--- config.mk ---
export PLATFORM = sky130hd
export DESIGN_NAME = therm_sample_ctrl_flat
export DESIGN_NICKNAME = d
export VERILOG_FILES = /design/src/rtl/therm_sample_ctrl_if.sv /design/src/rtl/therm_sample_ctrl.sv /design/src/flat_wrapper.sv
export SDC_FILE = /design/constraint.sdc
export NUM_CORES = 1
export LEC_CHECK = 0
export BUFFER_PORTS_ARGS = -buffer_cell sky130_fd_sc_hd__clkbuf_2
export CORE_MARGIN = 2
export CORE_UTILIZATION = 40
export CTS_CLUSTER_DIAMETER = 200
export DETAILED_ROUTE_END_ITERATION = 8
export SLEW_MARGIN = 15
export SYNTH_ARGS = -nofsm -noshare
export SYNTH_HDL_FRONTEND = slang
export SYNTH_SLANG_ARGS = --single-unit
--- constraint.sdc ---
create_clock -name clk -period 1.85 [get_ports clk]
set_clock_uncertainty 0.05 [all_clocks]
set_input_delay 0.185 -clock clk [delete_from_list [all_inputs] [get_ports clk]]
set_output_delay 0.185 -clock clk [all_outputs]
set_load 0.05 [all_outputs]
--- src/rtl/therm_sample_ctrl_if.sv ---
// ADC handshake bundle for therm_sample_ctrl (controller = master, ADC = slave).
// adc_start is a one-cycle request; adc_done qualifies adc_data and is only
// looked at by the controller while it is waiting for a result.
interface therm_sample_ctrl_if #(
  parameter int VW = 12
) ();
  logic          adc_start;
  logic          adc_done;
  logic [VW-1:0] adc_data;

  modport master (
    output adc_start,
    input  adc_done,
    input  adc_data
  );

  modport slave (
    input  adc_start,
    output adc_done,
    output adc_data
  );
endinterface

--- src/rtl/therm_sample_ctrl.sv ---
// Thermistor sampling sequencer: timer-paced ADC bursts, averaging, converter hand-off.
// Optional over-temperature alarm with hysteresis is built when THERM_ALARM_EN is defined.
module therm_sample_ctrl #(
  parameter int VW       = 12,
  parameter int TW       = 8,
  parameter int PERIOD   = 1000,
  parameter int LOG2_AVG = 2,
  parameter int TIMEOUT  = 64,
  parameter int ALARM_HI = 85,
  parameter int ALARM_LO = 80
) (
  input  logic                 clk,
  input  logic                 rst_n,
  input  logic                 enable,
  therm_sample_ctrl_if.master  adc,
  output logic [VW-1:0]        v_therm,
  input  logic [TW-1:0]        temp_therm,
  output logic [TW-1:0]        temp,
  output logic                 temp_valid,
  output logic                 busy,
  output logic                 adc_err,
  input  logic                 err_clr,
  output logic                 over_temp,
  output logic [2:0]           dbg_state
);

  localparam int NS  = 1 << LOG2_AVG;
  localparam int AW  = VW + LOG2_AVG;
  localparam int CW  = LOG2_AVG + 1;
  localparam int TMW = $clog2(PERIOD);
  localparam int TOW = $clog2(TIMEOUT + 1);

  typedef enum logic [2:0] {
    IDLE      = 3'd0,
    START     = 3'd1,
    WAIT_DONE = 3'd2,
    CONVERT   = 3'd3,
    SETTLE    = 3'd4
  } state_t;

  state_t          state, state_n;
  logic [TMW-1:0]  timer;
  logic [AW-1:0]   acc;
  logic [CW-1:0]   cnt;
  logic [TOW-1:0]  tmo_cnt;
  logic            tick;

  logic acc_add, burst_clr, tmo_clr, tmo_inc, load_v, publish, set_err;

  assign tick = enable && (timer == '0);

  always_ff @(posedge clk or negedge rst_n) begin
    if (!rst_n) begin
      timer <= TMW'(PERIOD - 1);
    end else if (!enable || timer == '0) begin
      timer <= TMW'(PERIOD - 1);
    end else begin
      timer <= timer - 1'b1;
    end
  end

  always_ff @(posedge clk or negedge rst_n) begin
    if (!rst_n) state <= IDLE;
    else        state <= state_n;
  end

  // Dropping enable aborts any burst in flight ahead of every other transition.
  always_comb begin
    state_n   = state;
    acc_add   = 1'b0;
    burst_clr = 1'b0;
    tmo_clr   = 1'b0;
    tmo_inc   = 1'b0;
    load_v    = 1'b0;
    publish   = 1'b0;
    set_err   = 1'b0;
    if (!enable && state != IDLE) begin
      state_n   = IDLE;
      burst_clr = 1'b1;
    end else begin
      case (state)
        IDLE: begin
          if (tick) state_n = START;
        end
        START: begin
          tmo_clr = 1'b1;
          state_n = WAIT_DONE;
        end
        WAIT_DONE: begin
          if (adc.adc_done) begin
            acc_add = 1'b1;
            state_n = (cnt == CW'(NS - 1)) ? CONVERT : START;
          end else if (tmo_cnt == TOW'(TIMEOUT - 1)) begin
            set_err   = 1'b1;
            burst_clr = 1'b1;
            state_n   = IDLE;
          end else begin
            tmo_inc = 1'b1;
          end
        end
        CONVERT: begin
          load_v    = 1'b1;
          burst_clr = 1'b1;
          state_n   = SETTLE;
        end
        SETTLE: begin
          publish = 1'b1;
          state_n = IDLE;
        end
        default: state_n = IDLE;
      endcase
    end
  end

  always_ff @(posedge clk or negedge rst_n) begin
    if (!rst_n) begin
      acc     <= '0;
      cnt     <= '0;
      tmo_cnt <= '0;
    end else begin
      if (burst_clr) begin
        acc <= '0;
        cnt <= '0;
      end else if (acc_add) begin
        acc <= acc + AW'(adc.adc_data);
        cnt <= cnt + 1'b1;
      end
      if (tmo_clr)      tmo_cnt <= '0;
      else if (tmo_inc) tmo_cnt <= tmo_cnt + 1'b1;
    end
  end

  // CONVERT loads the average from the pre-clear accumulator value.
  always_ff @(posedge clk or negedge rst_n) begin
    if (!rst_n) begin
      v_therm    <= '0;
      temp       <= '0;
      temp_valid <= 1'b0;
      adc_err    <= 1'b0;
    end else begin
      if (load_v) v_therm <= VW'(acc >> LOG2_AVG);
      if (publish) temp <= temp_therm;
      temp_valid <= publish;
      if (set_err)      adc_err <= 1'b1;
      else if (err_clr) adc_err <= 1'b0;
    end
  end

`ifdef THERM_ALARM_EN
  always_ff @(posedge clk or negedge rst_n) begin
    if (!rst_n) begin
      over_temp <= 1'b0;
    end else if (publish) begin
      if (temp_therm >= TW'(ALARM_HI))      over_temp <= 1'b1;
      else if (temp_therm <= TW'(ALARM_LO)) over_temp <= 1'b0;
    end
  end
`else
  // Alarm thresholds only feed a constant here, so no comparator is built.
  localparam logic ALARM_CFG_OK = (ALARM_LO < ALARM_HI);
  assign over_temp = 1'b0 & ALARM_CFG_OK;
`endif

  assign adc.adc_start = (state == START);
  assign busy          = (state != IDLE);
  assign dbg_state     = state;

endmodule

--- src/flat_wrapper.sv ---
// flat-port wrapper written by rule: the top's interface ports become plain ports
module therm_sample_ctrl_flat 
#(
  parameter int VW       = 12,
  parameter int TW       = 8,
  parameter int PERIOD   = 1000,
  parameter int LOG2_AVG = 2,
  parameter int TIMEOUT  = 64,
  parameter int ALARM_HI = 85,
  parameter int ALARM_LO = 80
)
  (clk, rst_n, enable, v_therm, temp_therm, temp, temp_valid, busy, adc_err, err_clr, over_temp, dbg_state, adc_adc_start, adc_adc_done, adc_adc_data);
  therm_sample_ctrl_if #(.VW(VW)) adc_i ();
  input  logic clk;
  input  logic rst_n;
  input  logic enable;
  output logic [VW-1:0] v_therm;
  input  logic [TW-1:0] temp_therm;
  output logic [TW-1:0] temp;
  output logic temp_valid;
  output logic busy;
  output logic adc_err;
  input  logic err_clr;
  output logic over_temp;
  output logic [2:0] dbg_state;
  output wire logic [$bits(adc_i.adc_start)-1:0] adc_adc_start;
  input wire logic [$bits(adc_i.adc_done)-1:0] adc_adc_done;
  input wire logic [$bits(adc_i.adc_data)-1:0] adc_adc_data;
  assign adc_adc_start = adc_i.adc_start;
  assign adc_i.adc_done = adc_adc_done;
  assign adc_i.adc_data = adc_adc_data;
  therm_sample_ctrl #(.VW(VW), .TW(TW), .PERIOD(PERIOD), .LOG2_AVG(LOG2_AVG), .TIMEOUT(TIMEOUT), .ALARM_HI(ALARM_HI), .ALARM_LO(ALARM_LO)) u_core (.clk(clk), .rst_n(rst_n), .enable(enable), .adc(adc_i), .v_therm(v_therm), .temp_therm(temp_therm), .temp(temp), .temp_valid(temp_valid), .busy(busy), .adc_err(adc_err), .err_clr(err_clr), .over_temp(over_temp), .dbg_state(dbg_state));
endmodule
Yosys cells after proc, flatten, opt, wreduce, memory -nomap -nowiden
Index checks and enable logic that the tools add are counted.
{ "classes": {"add_sub_neg": 4, "n_mul": 0, "div_mod_pow": 0, "n_lt_le_gt_ge": 0, "n_eq_ne": 8, "n_shift": 0, "mux": 34, "bitwise": 0, "reduce_logical": 11} }
{ "ops": {"columns": ["op", "n"], "rows": [
  ["$mux W14", 2],
  ["$mux W1", 20],
  ["$mux W3", 6],
  ["$add A14 B12 Y14", 1],
  ["$mux W7", 2],
  ["$pmux W3 S4", 1],
  ["$logic_not A10 Y1", 1],
  ["$mux W10", 1],
  ["$sub A10 B1 Y10 const B", 1],
  ["$eq A3 B2 Y1 const B", 3],
  ["$add A7 B1 Y7 const B", 1],
  ["$eq A7 B6 Y1 const B", 1],
  ["$reduce_bool A2 Y1", 3],
  ["$ne A4 B2 Y1 const B", 1],
  ["$add A3 B1 Y3 const B", 1],
  ["$eq A3 B1 Y1 const B", 1],
  ["$eq A3 B3 Y1 const B", 1],
  ["$logic_not A3 Y1", 1],
  ["$ne A3 B1 Y1 const B", 1],
  ["$reduce_bool A3 Y1", 1],
  ["$logic_and A1 B1 Y1", 2],
  ["$mux W2", 1],
  ["$pmux W1 S2", 1],
  ["$reduce_and A2 Y1", 1],
  ["other kinds (2)", 2]
]} }
{ "totals": {"register_bits": 59, "latch_bits": 0, "ramBits": 0, "rom_bits": 0, "in_bits": 25, "output_inout_bits": 28, "word_cells": 66, "memories": 0} }

Depth between registers and ports, before layout
{ "depth": {"word_depth": 7, "ltp_mapped": 8, "depth_no_buf": 8} }

Worst setup path after synthesis
OpenSTA, ideal clock, no wires.
{ "synth_path": {"path_type": "register -> register", "start": "register u_core.acc[6]", "end": "register u_core.acc[11]", "arrival_ps": 1867, "required_ps": 1674, "slack_ps": -193, "path_stages_with_launch": 7, "path_cell_list": "dfrtp_1 > ha_1 > a21o_1 > a31o_1 > a21o_1 > a211o_1 > a221o_1"} }
{ "synth_via": {"elab_chain_cells": 3} }
{ "synth_rtl": {"columns": ["element", "line", "text"], "rows": [
  ["start: declaration", "therm_sample_ctrl.sv:43", "logic [AW-1:0] acc;"],
  ["start signal: assignment", "therm_sample_ctrl.sv:125", "acc <= acc + AW'(adc.adc_data);"],
  ["$add A14 B12 Y14", "therm_sample_ctrl.sv:125", null],
  ["$mux W14", "therm_sample_ctrl.sv:124", "end else if (acc_add) begin"],
  ["$mux W14", "therm_sample_ctrl.sv:121", "if (burst_clr) begin"]
]} }
Every way passes these cells. The select of a mux whose other input is x is not followed.
A chain may end at the register's enable or synchronous reset.

Worst setup path in the final report
{ "layout_path": {"start": "register u_core.acc[0]", "end": "register u_core.acc[12]"} }
The elaborated chain is that of the path after synthesis.

==> run summary <==
Std-Cell Core Area - 0.00765 mm2
HP Start - temp_therm[4]
Routed Antenna Nets - 0
Yosys warns - 0
Crit Path Class - flip-flop to flip-flop
Post-DP HPWL - 4.98 mm
Initial DRC Count - 117
Worst skew pair latency - 0.34 ns
Sequential fraction of the synthesis area - 47.4%
FF+latch count, synth - 59
Final #Nets - 436
Num rows - 32
DP Area - 0.00384 mm2
Power per cell area - 696 mW/mm2
Ys flop type - dfrtp_1
Cells after synthesis - 295
Number of hold violations in the final report - 0
Max Clk Rate - 492 MHz
Initial Utilization - 41.0%
VDD IR max - 0.498 mV
Final global-route overflow total - 0
Worst-case clock buffer depth - 2
DR vias - 2558
Initial antenna violation count - 0
WL/cell - 14.1 um
Largest net degree at the start of global routing - 60
WL final - 7.06 mm
Hold Path Sink - u_core.temp[4]$_DFFE_PN0P_
Reg2reg start - u_core.acc[0]$_DFFE_PN0P_
Slowest stage delay, CP - 0.39 ns
Max_cap viols - 0
Syn Nets - 338
Post-synth EDFFs - 0
Leak - 2.11 nW
Hold WC Path Type - input port to flip-flop
Die Span X - 92.5 um
Vias in the first global route - 2558
Num ports - 53
Critical path launch point type - flip-flop
Die height - 92.5 um
IO Port Bufs - 51
Drt pass-1 iters - 4
Largest fanout on the critical path - 3
Clock slew at reported path FFs - 0.07 ns
CP bufs+invs - 1
CP endpoint kind - flip-flop
PnR worst setup slack - -0.183 ns
Diode count - 0
Slew Viols, Final - 0
Layout cells sized above 1 - 38.9%
Final Cycle Share - 110%
Global Route Usage Sum - 17.8%
Ys async rst share - 100%
DRC - 0
Worst Path Required - 2.03 ns
Worst-path cell chain - ha_4, inv_2, fa_2, nand2b_4, a21o_1, a21oi_2, o211ai_1, mux2_1
Worst Reg-to-Reg Cells - 8
Violated checks - negative setup slack
Placer congestion estimate - 0.808
FILL cells - 705
Multi-input gate area - 0.00167 mm2
Hold Crit Depth - 2
Syn Area/Cell - 10.6 um2
RSZ-0062 raised after global routing - true
Status - finished, violations left
Num Clock Sinks - 59
First-pass GRT wire length - 12.1 mm
Min Tclk post-route - 2.03 ns
Arr. time, crit path - 2.21 ns
Placed cells - 476
Clock H-tree levels - 3
Design Area, Final - 0.00420 mm2
TritonCTS buffer count - 9
FF-to-FF End - u_core.acc[12]$_DFFE_PN0P_
Via density - 5.12
Clk root buf - clkbuf_8
Synth Cell Area - 0.00314 mm2
Layout Cells excl Fill - 500
Synth-to-Final Area Change - 33.8%
Distinct cells, synth - 54
Reg area - 0.00149 mm2
Final setup fails - 6
Die ar. - 0.00856 mm2
CTS tree - built
Reg-to-reg setup timing slack - -0.18 ns
Slowest CP cell - dfrtp_1
Critical path's top delay family - adder cells
-- report_power, final --
part	switching, mW	internal [mW]	total, mW
Sequential	0.0210	1.32	1.34
Combinational	0.182	0.181	0.363
Clock	0.584	0.631	1.21
Total	0.787	2.13	2.92
-- cell type report --
cell class              instances  area share, %
repair buffers                 99           15.8
flip-flops and latches         59           35.5
clock inverters                 7           1.85
inverters                      11          0.984
multi-input cells             213           39.9
clock buffers                   9           2.95
well taps                     102           3.04
-- metal layers --
layer	share of wire, %	wire length (um)	GRT usage [%]	vias to the layer above
met3	3.9	277	4.31	13
met5	0	0	0	-
met1	47	3330	24.3	1246
met2	47	3340	27.8	53
met4	1.7	117	6.22	0
li1	-	-	-	1246
-- kinds of logic (layout without fill, tap and decap cells) --
group                      after synthesis  count (layout)  synth area share, %
xor gates and xnor gates                17              17                 4.75
other                                    1               1                0.120
AOI/OAI and AO/OA                       65              65                 14.7
and+or+nand+nor                         92              92                 14.8
buffers and inverters                   23             126                 3.59
DFF                                     59              59                 47.4
muxes                                   20              20                 7.18
adders and majority gates               18              18                 7.42
-- cell usage in the layout, fill, tap and decap left out, types with 5 or more instances in the layout --
cell type | synthesis | layout
clkbuf_2 | 0 | 51
dfrtp_1 | 51 | 49
nand3_1 | 6 | 5
inv_1 | 11 | 10
nand2_1 | 32 | 32
dfstp_2 | 8 | 8
clkbuf_8 | 0 | 9
nor2_1 | 18 | 17
o21ai_0 | 9 | 7
a21o_1 | 10 | 10
xnor2_1 | 10 | 9
mux2_2 | 10 | 10
a21oi_1 | 10 | 7
buf_4 | 1 | 38
mux2_1 | 10 | 10
dlygate4sd3_1 | 0 | 6
ha_1 | 17 | 11
o21ai_1 | 6 | 8
xor2_1 | 7 | 7
-- metrics by stage --
| step | total power [mW] | setup slack, ns | util (%) | hold slack, ns | TNS (ns) |
|---|---|---|---|---|---|
| floorplan | 1.54 | -0.0888 | - | -0.161 | -0.241 |
| global placement | 1.70 | -0.147 | 50.2 | 0.177 | -0.476 |
| detailed placement | 1.71 | -0.183 | 50.2 | 0.179 | -0.617 |
| CTS | 2.94 | -0.164 | 53.6 | 0.00305 | -0.640 |
| global route | 3.06 | -0.290 | 54.9 | 0.000190 | -1.31 |
| finish | 2.92 | -0.183 | 54.9 | 0.0116 | -0.594 |
-- worst register-to-register path: stages, from the launching register on --
cell,delay (ns)
dfrtp_1,0.39
ha_4,0.15
inv_2,0.04
fa_2,0.33
nand2b_4,0.15
a21o_1,0.19
a21oi_2,0.18
o211ai_1,0.11
mux2_1,0.32
-- how the worst max path moves through the flow --
stage                                   start                          to  cells past startpoint
finish              u_core.acc[0]$_DFFE_PN0P_  u_core.acc[12]$_DFFE_PN0P_                      8
global route        u_core.acc[0]$_DFFE_PN0P_  u_core.acc[12]$_DFFE_PN0P_                      8
CTS                 u_core.acc[0]$_DFFE_PN0P_  u_core.acc[12]$_DFFE_PN0P_                      8
detailed placement  u_core.acc[0]$_DFFE_PN0P_  u_core.acc[12]$_DFFE_PN0P_                      8
global placement    u_core.acc[0]$_DFFE_PN0P_  u_core.acc[12]$_DFFE_PN0P_                      8
floorplan           u_core.acc[0]$_DFFE_PN0P_  u_core.acc[12]$_DFFE_PN0P_                      8
-- synth_stat cells, types with 4 or more instances --
library cell / number / area [um2]
nor3_1: 6 / 30.0
a21oi_1: 10 / 50.1
o21ai_0: 9 / 45.0
nand3_1: 6 / 30.0
mux2_2: 10 / 113
nand2_1: 32 / 120
and2_1: 4 / 25.0
nand2b_1: 5 / 31.3
a32o_1: 4 / 40.0
a31oi_1: 4 / 25.0
buf_2: 6 / 30.0
dfstp_2: 8 / 210
o21ai_1: 6 / 30.0
dfrtp_1: 51 / 1280
or3_1: 4 / 25.0
inv_1: 11 / 41.3
xor2_1: 7 / 61.3
nor2_1: 18 / 67.6
ha_1: 17 / 213
a21o_1: 10 / 75.1
xnor2_1: 10 / 87.6
mux2_1: 10 / 113
-- state kept, by name, summed over array words and instances (netlist names) --
| signal | flops |
|---|---|
| u_core.dbg_state | 3 |
| u_core.timer | 10 |
| u_core.temp | 8 |
| u_core.temp_valid | 1 |
| u_core.cnt | 3 |
| u_core.tmo_cnt | 7 |
| u_core.acc | 14 |
| u_core.v_therm | 12 |
| u_core.adc_err | 1 |
-- repair_timing --
action,CTS,global route
endpoints found under the hold margin,56,0
setup buffers,0,2
pin swaps,6,7
hold buffers,6,0
gates resized for setup,0,18
setup endpoints to repair,8,14
Power figures use the tool's default switching activity.
